==> src/rtl/uart_frame_parser.sv <==
// Pulls bytes from the UART RX FIFO, parses SOF/LEN/payload/CHK frames and
// forwards each payload on a valid/ready stream only after its checksum passes.
module uart_frame_parser #(
  parameter int                    DATA_WIDTH = 8,
  parameter int                    MAX_LEN    = 16,
  parameter logic [DATA_WIDTH-1:0] SOF_BYTE   = 8'hA5,
  parameter int                    RD_LATENCY = 2
) (
  input  logic                  clk,
  input  logic                  rst,
  input  logic                  rx_pending,
  output logic                  rx_req,
  input  logic [DATA_WIDTH-1:0] rx_data,
  input  logic                  rx_parity_err,
  output logic [DATA_WIDTH-1:0] out_data,
  output logic                  out_valid,
  input  logic                  out_ready,
  output logic                  out_last,
  output logic                  frame_ok,
  output logic                  err_pulse,
  output logic [1:0]            err_code,
  output logic [15:0]           frame_cnt
);

  // IDX_W counts 0..MAX_LEN; PTR_W addresses the MAX_LEN-entry buffer.
  localparam int IDX_W = $clog2(MAX_LEN + 1);
  localparam int PTR_W = $clog2(MAX_LEN);

  localparam logic [2:0] ST_HUNT    = 3'd0;
  localparam logic [2:0] ST_LEN     = 3'd1;
  localparam logic [2:0] ST_PAYLOAD = 3'd2;
  localparam logic [2:0] ST_CHK     = 3'd3;
  localparam logic [2:0] ST_DRAIN   = 3'd4;

  localparam logic [1:0] ERR_LEN    = 2'd1;
  localparam logic [1:0] ERR_CHK    = 2'd2;
  localparam logic [1:0] ERR_PARITY = 2'd3;

  logic [2:0]            state;
  logic                  inflight;
  logic [2:0]            lat_cnt;
  logic                  byte_valid;
  logic [IDX_W-1:0]      len_q;
  logic [IDX_W-1:0]      idx_q;
  logic [IDX_W-1:0]      idx_nxt;
  logic [IDX_W-1:0]      rd_q;
  logic [IDX_W-1:0]      rd_nxt;
  logic [DATA_WIDTH-1:0] chk_q;
  logic [DATA_WIDTH-1:0] buf_mem [MAX_LEN];

  // The popped byte is on rx_data exactly RD_LATENCY cycles after the request cycle.
  assign byte_valid = inflight && (lat_cnt == 3'(RD_LATENCY));
  assign idx_nxt    = idx_q + IDX_W'(1);
  assign rd_nxt     = rd_q + IDX_W'(1);

  // Fetch engine: one outstanding pop; DRAIN never fetches so the FIFO buffers input.
  always_ff @(posedge clk) begin
    // NOTE: every sequential assignment is non-blocking so all registers
    // update together from the values sampled at the same clock edge.
    if (rst) begin
      rx_req   <= 1'b0;
      inflight <= 1'b0;
      lat_cnt  <= '0;
    end else begin
      rx_req <= 1'b0;
      if (byte_valid) begin
        inflight <= 1'b0;
      end else if (inflight) begin
        lat_cnt <= lat_cnt + 3'd1;
      end else if (state != ST_DRAIN && rx_pending) begin
        rx_req   <= 1'b1;
        inflight <= 1'b1;
        lat_cnt  <= '0;
      end
    end
  end

  // NOTE: the payload buffer is deliberately not reset; every entry is written
  // before it is read because DRAIN is only reachable after LEN payload bytes.
  always_ff @(posedge clk) begin
    if (state == ST_PAYLOAD && byte_valid && !rx_parity_err)
      buf_mem[idx_q[PTR_W-1:0]] <= rx_data;
  end

  always_ff @(posedge clk) begin
    if (rst) begin
      state     <= ST_HUNT;
      len_q     <= '0;
      idx_q     <= '0;
      rd_q      <= '0;
      chk_q     <= '0;
      out_data  <= '0;
      out_valid <= 1'b0;
      out_last  <= 1'b0;
      frame_ok  <= 1'b0;
      err_pulse <= 1'b0;
      err_code  <= '0;
      frame_cnt <= '0;
    end else begin
      frame_ok  <= 1'b0;
      err_pulse <= 1'b0;
      err_code  <= '0;
      case (state)
        ST_HUNT: begin
          if (byte_valid && !rx_parity_err && rx_data == SOF_BYTE)
            state <= ST_LEN;
        end
        ST_LEN: begin
          if (byte_valid) begin
            if (rx_parity_err) begin
              err_pulse <= 1'b1;
              err_code  <= ERR_PARITY;
              state     <= ST_HUNT;
            end else if (rx_data == '0 || int'(rx_data) > MAX_LEN) begin
              err_pulse <= 1'b1;
              err_code  <= ERR_LEN;
              state     <= ST_HUNT;
            end else begin
              len_q <= IDX_W'(rx_data);
              chk_q <= rx_data;
              idx_q <= '0;
              state <= ST_PAYLOAD;
            end
          end
        end
        ST_PAYLOAD: begin
          if (byte_valid) begin
            if (rx_parity_err) begin
              err_pulse <= 1'b1;
              err_code  <= ERR_PARITY;
              state     <= ST_HUNT;
            end else begin
              chk_q <= chk_q ^ rx_data;
              idx_q <= idx_nxt;
              if (idx_nxt == len_q)
                state <= ST_CHK;
            end
          end
        end
        ST_CHK: begin
          if (byte_valid) begin
            if (rx_parity_err) begin
              err_pulse <= 1'b1;
              err_code  <= ERR_PARITY;
              state     <= ST_HUNT;
            end else if (rx_data != chk_q) begin
              err_pulse <= 1'b1;
              err_code  <= ERR_CHK;
              state     <= ST_HUNT;
            end else begin
              frame_ok  <= 1'b1;
              frame_cnt <= frame_cnt + 16'd1;
              rd_q      <= '0;
              out_valid <= 1'b1;
              out_data  <= buf_mem[0];
              out_last  <= (len_q == IDX_W'(1));
              state     <= ST_DRAIN;
            end
          end
        end
        ST_DRAIN: begin
          // out_data/out_last are registers, so they hold while out_ready is low.
          if (out_ready) begin
            if (out_last) begin
              out_valid <= 1'b0;
              out_last  <= 1'b0;
              state     <= ST_HUNT;
            end else begin
              rd_q     <= rd_nxt;
              out_data <= buf_mem[rd_nxt[PTR_W-1:0]];
              out_last <= (rd_nxt == len_q - IDX_W'(1));
            end
          end
        end
        default: state <= ST_HUNT;
      endcase
    end
  end

endmodule
==> config.mk <==
export PLATFORM = sky130hd
export DESIGN_NAME = uart_frame_parser
export DESIGN_NICKNAME = d
export VERILOG_FILES = /design/src/rtl/uart_frame_parser.sv
export SDC_FILE = /design/constraint.sdc
export NUM_CORES = 1
export LEC_CHECK = 0
export BUFFER_PORTS_ARGS = -buffer_cell sky130_fd_sc_hd__buf_2
export CAP_MARGIN = 15
export CORE_ASPECT_RATIO = 0.8
export CORE_UTILIZATION = 55
export CTS_CLUSTER_SIZE = 24
export DETAILED_ROUTE_END_ITERATION = 16
export GPL_TIMING_DRIVEN = 0
export PLACE_DENSITY = 0.76
export SKIP_LAST_GASP = 1
export SYNTH_ARGS = -nofsm -noshare
export SYNTH_HDL_FRONTEND = slang
export SYNTH_SLANG_ARGS = --single-unit
==> constraint.sdc <==
create_clock -name clk -period 2.5 [get_ports clk]
set_clock_uncertainty 0.05 [all_clocks]
set_input_delay 0.5 -clock clk [delete_from_list [all_inputs] [get_ports clk]]
set_output_delay 0.5 -clock clk [all_outputs]
set_load 0.1 [all_outputs]
==> impl_table.tex <==
\begin{tabular}{lr}
\hline
Metric & Value \\
\hline
\multicolumn{2}{l}{\textbf{Drt}} \\
Antenna-violating nets left & 0 \\
Violation count after the first detailed-route iteration & 644 \\
Post-detailed-route DRC marker count & 0 \\
Vias per cell & 6.19 \\
Via Count & 5,909 \\
Count of TritonRoute iterations in the first routing pass & 5 \\
Routed len/inst & 20.6 um \\
Total length of routed wires & 19,700 um \\
\multicolumn{2}{l}{\textbf{GRT}} \\
M1 GR Usage & 35.9\% \\
Met3 global-route usage & 5.76\% \\
Via count of the first global-routing pass & 5,690 \\
Global route hottest layer & met2 \\
First-pass GRT wire length & 30,200 um \\
Global-route usage over all layers & 26.0\% \\
Initial antenna violation count & 1 \\
Largest net degree at the start of global routing & 24 \\
Overall overflow remaining after global route & 0 \\
GR Layer Usage met2 & 40.7\% \\
\multicolumn{2}{l}{\textbf{Timing}} \\
Final total negative setup slack & -6.89 ps \\
Final Hold Slack & 301 ps \\
Transition time of the tightest slew-check pin & 718 ps \\
Max\_slew headroom & 52.1\% \\
Final count of pins violating max slew & 0 \\
Number of setup violations in the final report & 6 \\
Top achievable clock speed & 400 MHz \\
Hold violation count in the final report & 0 \\
Tcrit/Tclk final & 100\% \\
RSZ-0062 raised after global routing & true \\
Final worst slack & -1.60 ps \\
Shortest period the worst path allows & 2500 ps \\
\multicolumn{2}{l}{\textbf{Critical path}} \\
Worst setup path class & register to register \\
Required @ worst endpoint & 2580 ps \\
Element type at the critical path end & register \\
Worst path arrival time & 2590 ps \\
Kind of start point of the critical path & register \\
Largest fanout on the critical path & 10 \\
\multicolumn{2}{l}{\textbf{Logic synthesis}} \\
Top area cells in the synthesized netlist & edfxtp\_1, dfxtp\_1, mux4\_2 \\
Yosys synthesis warning count & 0 \\
Number of enable flip-flop cells after synthesis & 128 \\
Synthesized instance count & 685 \\
Synth async-reset ratio & 0\% \\
Count of cell types in the netlist & 55 \\
Area leader, netlist & edfxtp\_1 \\
Post-Syn Area & 8330 um2 \\
Area share of the largest cell type after synthesis & 46.1\% \\
Predominant post-synthesis flop cell & edfxtp\_1 \\
Register area share after synthesis & 60.8\% \\
Register bit total from synthesis & 189 \\
Mapped Avg Cell Area & 12.2 um2 \\
Number of nets in the synthesized netlist & 708 \\
\multicolumn{2}{l}{\textbf{Clocking}} \\
Inserted Clock Buffers & 17 \\
Maximum count of clock buffers along a single path & 2 \\
\# hold bufs at CTS & 0 \\
Clock transition at the registers of the reported paths & 60 ps \\
Clock tree from TritonCTS & yes \\
Worst-Skew Late Latency & 430 ps \\
Sinks on the clock net & 189 \\
Cell chosen for the clock root & clkbuf\_16 \\
H-tree levels & 4 \\
\multicolumn{2}{l}{\textbf{Placed design}} \\
Global placer's final weighted congestion & 0.901 \\
Final HPWL from detailed placement & 13,300 um \\
Number of buffers added on ports & 43 \\
Number of cells in the design after placement & 914 \\
\multicolumn{2}{l}{\textbf{Power}} \\
Total leakage power & 3.35 nW \\
Power Density & 623 nW/um2 \\
Total power & 6.00 mW \\
Max VDD drop & 0.491 mV \\
\multicolumn{2}{l}{\textbf{Floorplan}} \\
Initial Util & 57.3\% \\
Overall die height & 112 um \\
Area of the core & 14,500 um2 \\
Die footprint & 15,600 um2 \\
Horizontal die dimension & 140 um \\
Top Ports & 44 \\
Placement Rows & 39 \\
\multicolumn{2}{l}{\textbf{Final layout}} \\
Post-Route Utilization & 66.2\% \\
Fraction of final layout cells sized beyond drive strength 1 & 21.9\% \\
Count of inserted antenna diode cells & 0 \\
Synth-to-layout area growth & 15.6\% \\
Count of non-filler cells in the finished layout & 955 \\
Post-layout net count & 781 \\
\multicolumn{2}{l}{\textbf{Hold path}} \\
Worst min path class & primary input to register \\
\multicolumn{2}{l}{\textbf{Flow run}} \\
Maximum Capacitance Violations & 0 \\
\multicolumn{2}{l}{\textbf{Outcome}} \\
Violated checks & setup timing \\
Outcome & finished with violations \\
\hline
\end{tabular}
## where the power goes
part	switching [mW]	internal [mW]
registers	0.00597	3.34
logic	0.113	0.0329
clock network	1.12	1.39
## worst paths after layout
check | from | end | slack, ps | cells past startpoint
setup / recovery | state[1]$_SDFFE_PP0P_ | buf_mem[3][7]$_DFFE_PP_ | -2 | 6
hold / removal | out_ready | out_valid$_SDFFE_PP0P_ | 300 | 2
setup reg to reg | state[1]$_SDFFE_PP0P_ | buf_mem[3][7]$_DFFE_PP_ | -2 | 6
hold reg to reg | frame_cnt[5]$_SDFFE_PP0P_ | frame_cnt[5]$_SDFFE_PP0P_ | 450 | 2
## per-stage QoR
step / setup WS, ps / instance area (um2)
floorplan: 25.4 / 8340
global placement: -697 / 8780
detailed placement: -719 / 8800
CTS: -25.9 / 9540
global route: -82.2 / 9630
finish: -1.60 / 9630
## critical path: stages, from the launching register on
cell and delay (ps):
dfxtp_1 330, buf_2 210, or3b_2 520, nor2_4 180
nand2_1 240, nor3_2 380, buf_2 290
## cell usage after synthesis (3+ instances only)
library cell / instances
nor2b_1: 3
a221oi_1: 4
inv_1: 21
o21ai_0: 9
a311oi_1: 9
mux2i_1: 20
nand2b_1: 13
nand2_1: 78
or4_1: 11
o41ai_1: 4
xnor2_1: 14
or3_1: 5
mux4_2: 18
edfxtp_1: 128
xor2_1: 16
buf_6: 3
clkbuf_1: 20
dfxtp_1: 61
nor3_1: 17
o31a_1: 3
a21oi_1: 30
nor4_1: 5
o31ai_1: 9
nand3_1: 27
o211ai_1: 4
nor2_1: 65
nand3b_1: 5
nand4_1: 12
a32oi_1: 7
ha_1: 10
buf_2: 13
a31oi_1: 7
o2111ai_1: 4
## routing by layer
| layer | vias to the layer above | part of all wire (%) | wire (um) |
|---|---|---|---|
| met3 | 39 | 8.7 | 1700 |
| met2 | 282 | 46 | 9130 |
| met4 | 0 | 2.3 | 460 |
| met5 | - | 0 | 0 |
| met1 | 2887 | 43 | 8360 |
| li1 | 2701 | - | - |
## cell usage in the layout, fill, tap and decap left out, types with 6 or more instances in the layout
master / n
buf_4: 10
o21ai_0: 9
nor2_4: 10
nand2_1: 75
mux2i_1: 20
nand4_1: 12
a311oi_1: 9
clkbuf_16: 18
xnor2_1: 14
a32oi_1: 7
nand3_1: 27
xor2_1: 15
mux4_2: 18
or4_1: 11
nor2_1: 51
inv_1: 21
o31ai_1: 9
nand2b_1: 13
nor3_1: 13
a21oi_1: 30
edfxtp_1: 128
dfxtp_2: 6
a31oi_1: 7
clkbuf_2: 8
ha_1: 9
clkbuf_1: 15
dfxtp_1: 55
buf_2: 55
## kinds of logic (layout without fill, tap and decap cells)
kind of cell | after synthesis | count (layout) | synth area share (%)
xor+xnor | 32 | 32 | 3.54
flops | 189 | 189 | 60.8
compound gates | 95 | 95 | 7.76
buf+inv | 61 | 147 | 3.29
mux | 39 | 39 | 7.40
simple gates | 259 | 259 | 15.7
fa+ha+maj | 10 | 10 | 1.50
## final cells by class
cell class | instances | area [um2]
buffer | 40 | 206
sequential | 189 | 5070
clock inverter | 10 | 62.6
fill | 1022 | 4910
clock buffer | 22 | 489
inverter | 21 | 78.8
tap | 184 | 230
timing repair buffer | 54 | 338
multi-input combinational | 435 | 3160
## flip-flops by register name, summed over array words and instances, names as in the netlist, 2 cells and up
name       cells
rd_q           5
lat_cnt        3
buf_mem      128
len_q          5
state          3
frame_cnt     16
idx_q          5
out_data       8
chk_q          8
err_code       2
## repair_timing
item                                    in CTS  in global routing
endpoints found under the setup margin     135                125
pin swaps                                    5                  2
gates resized for setup                     31                 22
setup buffers                                5                  4
(Power assumes the default switching activity.)
